File: src/rtl/light_sequencer.sv
// Safety sequencer between a light controller and the intersection: enforces pattern hold
// time, an all-Stop clearance before any new movement, and screens illegal signal codes.
module light_sequencer #(
    parameter int CLEAR_CYCLES = 4,
    parameter int MIN_HOLD     = 8
) (
    input  logic       clk,
    input  logic       rst,
    input  logic [2:0] reqN,
    input  logic [2:0] reqS,
    input  logic [2:0] reqE,
    input  logic [2:0] reqW,
    output logic [2:0] outN,
    output logic [2:0] outS,
    output logic [2:0] outE,
    output logic [2:0] outW,
    output logic       busy,
    output logic       fault,
    output logic       o_dbg_state
);

    localparam int HW = (MIN_HOLD > 0) ? $clog2(MIN_HOLD + 1) : 1;
    localparam int CW = (CLEAR_CYCLES > 1) ? $clog2(CLEAR_CYCLES) : 1;
    localparam logic [HW-1:0] HOLD_MAX = HW'(MIN_HOLD);
    localparam logic [CW-1:0] CLR_LAST = CW'(CLEAR_CYCLES - 1);

    typedef enum logic {
        ST_STABLE = 1'b0,
        ST_CLEAR  = 1'b1
    } state_t;

    state_t        r_state;
    logic [11:0]   r_out;
    logic [11:0]   r_latch;
    logic [HW-1:0] r_hold;
    logic [CW-1:0] r_clr;
    logic          r_busy;
    logic          r_fault;

    logic [11:0]   w_raw;
    logic [11:0]   w_tgt;
    logic          w_illegal;
    logic          w_safe;

    assign w_raw = {reqN, reqS, reqE, reqW};

    // Codes above Go (101..111) collapse to Stop; a change is safe when every
    // direction that differs is moving to Stop.
    always_comb begin
        w_tgt     = '0;
        w_illegal = 1'b0;
        w_safe    = 1'b1;
        for (int i = 0; i < 4; i++) begin
            if (w_raw[i*3 +: 3] > 3'd4) begin
                w_illegal = 1'b1;
            end else begin
                w_tgt[i*3 +: 3] = w_raw[i*3 +: 3];
            end
        end
        for (int i = 0; i < 4; i++) begin
            if ((w_tgt[i*3 +: 3] != r_out[i*3 +: 3]) && (w_tgt[i*3 +: 3] != 3'd0)) begin
                w_safe = 1'b0;
            end
        end
    end

    always_ff @(posedge clk or posedge rst) begin
        if (rst) begin
            r_state <= ST_STABLE;
            r_out   <= '0;
            r_latch <= '0;
            r_hold  <= '0;
            r_clr   <= '0;
            r_busy  <= 1'b0;
            r_fault <= 1'b0;
        end else begin
            if (w_illegal) begin
                r_fault <= 1'b1;
            end
            case (r_state)
                ST_STABLE: begin
                    if (w_tgt == r_out) begin
                        if (r_hold != HOLD_MAX) begin
                            r_hold <= r_hold + 1'b1;
                        end
                    end else if (w_safe) begin
                        r_out  <= w_tgt;
                        r_hold <= '0;
                    end else if (r_hold == HOLD_MAX) begin
                        r_hold <= '0;
                        if (r_out == '0) begin
                            r_out <= w_tgt;
                        end else begin
                            r_latch <= w_tgt;
                            r_out   <= '0;
                            r_busy  <= 1'b1;
                            r_clr   <= '0;
                            r_state <= ST_CLEAR;
                        end
                    end else begin
                        r_hold <= r_hold + 1'b1;
                    end
                end
                ST_CLEAR: begin
                    // Requests are ignored here; only the latched target leaves clearance.
                    if (r_clr == CLR_LAST) begin
                        r_out   <= r_latch;
                        r_busy  <= 1'b0;
                        r_hold  <= '0;
                        r_clr   <= '0;
                        r_state <= ST_STABLE;
                    end else begin
                        r_clr <= r_clr + 1'b1;
                    end
                end
                default: r_state <= ST_STABLE;
            endcase
        end
    end

    assign outN        = r_out[11:9];
    assign outS        = r_out[8:6];
    assign outE        = r_out[5:3];
    assign outW        = r_out[2:0];
    assign busy        = r_busy;
    assign fault       = r_fault;
    assign o_dbg_state = r_state;

endmodule

File: config.mk
export PLATFORM = sky130hd
export DESIGN_NAME = light_sequencer
export DESIGN_NICKNAME = d
export VERILOG_FILES = /design/src/rtl/light_sequencer.sv
export SDC_FILE = /design/constraint.sdc
export NUM_CORES = 1
export LEC_CHECK = 0
export ABC_CLOCK_PERIOD_IN_PS = 4200
export CORE_MARGIN = 1
export CORE_UTILIZATION = 55
export DETAILED_ROUTE_END_ITERATION = 8
export GPL_ROUTABILITY_DRIVEN = 0
export PLACE_DENSITY = 0.8
export REMOVE_ABC_BUFFERS = 1
export SETUP_SLACK_MARGIN = 0.1
export SYNTH_ARGS = -nofsm -noshare
export SYNTH_HDL_FRONTEND = slang
export SYNTH_SLANG_ARGS = --single-unit
File: constraint.sdc
create_clock -name clk -period 4.2 [get_ports clk]
set_input_delay 1.26 -clock clk [delete_from_list [all_inputs] [get_ports clk]]
set_output_delay 1.26 -clock clk [all_outputs]
set_load 0.05 [all_outputs]
==> results of run 1 <==
[routing by layer]
metal / track usage [%] / wire length (microns) / up-vias
met2: 42.8 / 2500 / 44
li1: - / - / 852
met4: 11.1 / 92 / 0
met1: 32.9 / 2140 / 865
met5: 0 / 0 / -
met3: 4.86 / 201 / 10
[through the flow]
step	utilization (%)	instances
after global placement	67.0	291
after floorplan	-	211
after detailed placement	67.0	291
final	70.2	299
after global routing	70.2	299
after CTS	70.2	299
[placed cells by master, fill, tap and decap left out, types with 6 or more instances in the layout]
cell type / Yosys / layout
nor2b_1: 8 / 8
clkdlybuf4s50_1: 0 / 28
o21ai_0: 20 / 20
nand2_1: 7 / 7
mux2_4: 6 / 6
dfrtp_1: 33 / 33
clkbuf_8: 0 / 6
nand2b_1: 8 / 8
xor2_1: 8 / 8
mux2_2: 14 / 14
inv_1: 18 / 18
nor2_1: 9 / 9
nor4_1: 6 / 6
mux2i_1: 15 / 15
[flip-flops by register name (all words and copies together) (netlist names)]
signal,cells
busy,1
fault,1
o_dbg_state,1
r_clr,2
r_hold,4
r_latch,12
r_out,12
[power groups by stage]
stage / Sequential (W) / Clock, W / Combinational [W]
floorplan: 0.000704 / 0 / 0.000438
global placement: 0.000570 / 0 / 0.000814
detailed placement: 0.000575 / 0 / 0.000825
CTS: 0.000572 / 0.000323 / 0.000830
global route: 0.000592 / 0.000339 / 0.000895
finish: 0.000575 / 0.000317 / 0.000827
[how the worst max path moves through the flow]
stage | startpoint | end | slack, ns | cells after the start
floorplan | reqE[1] | r_latch[11] | 0.98 | 6
global placement | reqE[1] | r_latch[8] | 0.41 | 8
detailed placement | reqE[1] | r_latch[7] | 0.32 | 8
CTS | reqE[1] | r_latch[7] | 0.62 | 8
global route | reqE[1] | r_latch[7] | 0.45 | 8
finish | reqE[1] | r_latch[7] | 0.61 | 8
[cell families after synthesis]
logic type,after synthesis,synth area share (%)
and+or+nand+nor,66,19.2
AOI/OAI and AO/OA,47,14.4
buffers and inverters,31,6.18
DFF,33,37.1
xor gates and xnor gates,9,3.54
adders and majority gates,3,1.69
muxes,35,17.9
[layout make-up]
type,instances,area share (%)
Inverter,18,2.55
Timing Repair Buffer,32,11.7
Clock inverter,2,1.42
Clock buffer,6,3.12
Sequential cell,33,31.2
Tap cell,48,2.27
Multi-Input combinational cell,160,47.7
[critical path, cell delays in order]
cell,delay [ns]
clkdlybuf4s50_1,0.64
xor2_1,0.24
o22ai_1,0.13
o32ai_1,0.44
a211oi_4,0.08
and4b_1,0.37
buf_4,0.26
mux2_2,0.35
==> out/qor.csv, run 1 <==
stage,metric,value,unit
run_status,status,"finished, final reports clean",
layout,Final #Nets,267,
synthesis,Cells after Synth,224,
pwr,Reg power frac,33.4,%
floorplanning,Initial Util,59.0,%
global_route,initial antenna violation count,0,
floorplanning,row count,22,
sta,Final Hold Vio Count,0,
placement,"Cell Area, Placed",2530,sq um
layout,Filler Cell Count,309,
clock_tree,clock latency on the worst-skew pair,0.29,ns
global_route,GRT overflow,0,
critical_path,R2R depth,7,
clock_tree,post-CTS sizing,0,
pwr,switching power,0.000727,W
sta,Tcrit/Tclk final,85.4,%
clock_tree,Worst-path clk slew,0.07,ns
critical_path,Critical R2R Launch,r_out[11],
sta,f_max,279,MHz
pwr,PD cells,650,nW/um^2
global_route,first-pass GRT wire length,8.12,mm
synthesis,"count leader, synth",dfrtp_1,
critical_path,Worst setup EP type,flop,
critical_path,Setup crit start kind,input pin,
floorplanning,I/O pin count,29,
pwr,P_int,0.000992,W
pwr,Leak,1.08,nW
route,Detailed Route WL,4.93,mm
synthesis,sequential area share after synthesis,37.1,%
route,drt pass-1 iters,4,
critical_path,CP arrival,3.77,ns
worst_hold_path,Hold Crit Depth,1,
pwr,Sw Ratio,42.3,%
pwr,total power,0.00172,W
layout,area of the multi-input gates,1260,sq um
clock_tree,CTS Buffer Depth,2,
placement,HPWL after detailed placement,3.46,mm
layout,P&R area growth vs syn,18.9,%
critical_path,FF-to-FF setup slack,1.76,ns
synthesis,ys async rst share,100,%
clock_tree,H-Tree Depth,2,
clock_tree,CTS tree,yes,
sta,clock period minus worst slack,3.59,ns
route,via count,1771,
critical_path,Reg-to-Reg End,r_latch[1],
critical_path,type of the worst setup path,in2reg,
synthesis,Most used DFF post-synth,dfrtp_1,
clock_tree,Post-CTS Setup Bufs,0,
synthesis,Mean Syn Cell Area,9.94,sq um
synthesis,post-synth top area share,37.1,%
route,wire per inst,16.5,microns
route,Remaining DRCs,0,
synthesis,"EDFF count, synth",0,
layout,diode count,0,
synthesis,post-synthesis cell type count,46,
sta,slew margin rel.,65.5,%
sta,Setup TNS,0,ns
clock_tree,CTS Hold Buffers Added,0,
synthesis,Synthesis Warnings,0,
worst_hold_path,Hold Path Class,reg2reg,
pwr,power share of the combinational group,48.1,%
sta,final worst slack,0.613,ns
worst_hold_path,hold_sp,fault,
pwr,VDD IR max,0.387,mV
clock_tree,Clock Tree Root,clkbuf_8,
pwr,power share of the clock group,18.5,%
layout,Reg area,826,sq um
sta,worst hold margin,0.499,ns
route,DRT iter0 DRCs,125,
placement,PortBufs,28,
sta,Final Skew,0.00401,ns
critical_path,"Data required, critical path",4.38,ns
worst_hold_path,WHS Endpoint,fault,
sta,final slew viol count,0,
route,Final ANT Viol Nets,0,
layout,share of cells above drive strength 1,16.7,%
sta,Final Setup Violations,0,
synthesis,Yosys top cell by area,dfrtp_1,
route,drt via density,5.92,
global_route,Global Route Usage Sum,25.9,%
global_route,pin count of the biggest net entering global routing,34,
critical_path,crit path max fanout,11,
layout,design area,2650,sq um
floorplanning,Placeable Area,3770,sq um
global_route,vias in the first global route,1680,
synthesis,synth top area cells,"dfrtp_1 37%, mux2_2 7.1%, mux2i_1 6.7%, o21ai_0 4.5%, mux2_4 4.0%",
sta,RSZ-0062 raised after global routing,false,
synthesis,"flops & latches, synth",33,
synthesis,mapped cell area,2230,sq um
synthesis,synth cell count leaders,"33 x dfrtp_1, 20 x o21ai_0, 18 x inv_1, 15 x mux2i_1, 14 x mux2_2",
sta,Worst-Margin Slew,0.518,ns
flow_run,number of max-cap violations,0,
floorplanning,die area,4310,sq um
floorplanning,die height,65.6,microns
clock_tree,clock net sink count,33,
placement,post-place setup slack,0.321,ns
floorplanning,die width,65.6,microns
clock_tree,cts bufs inserted,5,
No activity file was read; power rests on OpenSTA's default activity.
==> run 2, diff against run 1 <==
- SLEW_MARGIN: unset -> 20
==> results of run 2 <==
No change in the layout: final DEF, timing and power equal those of run 1.
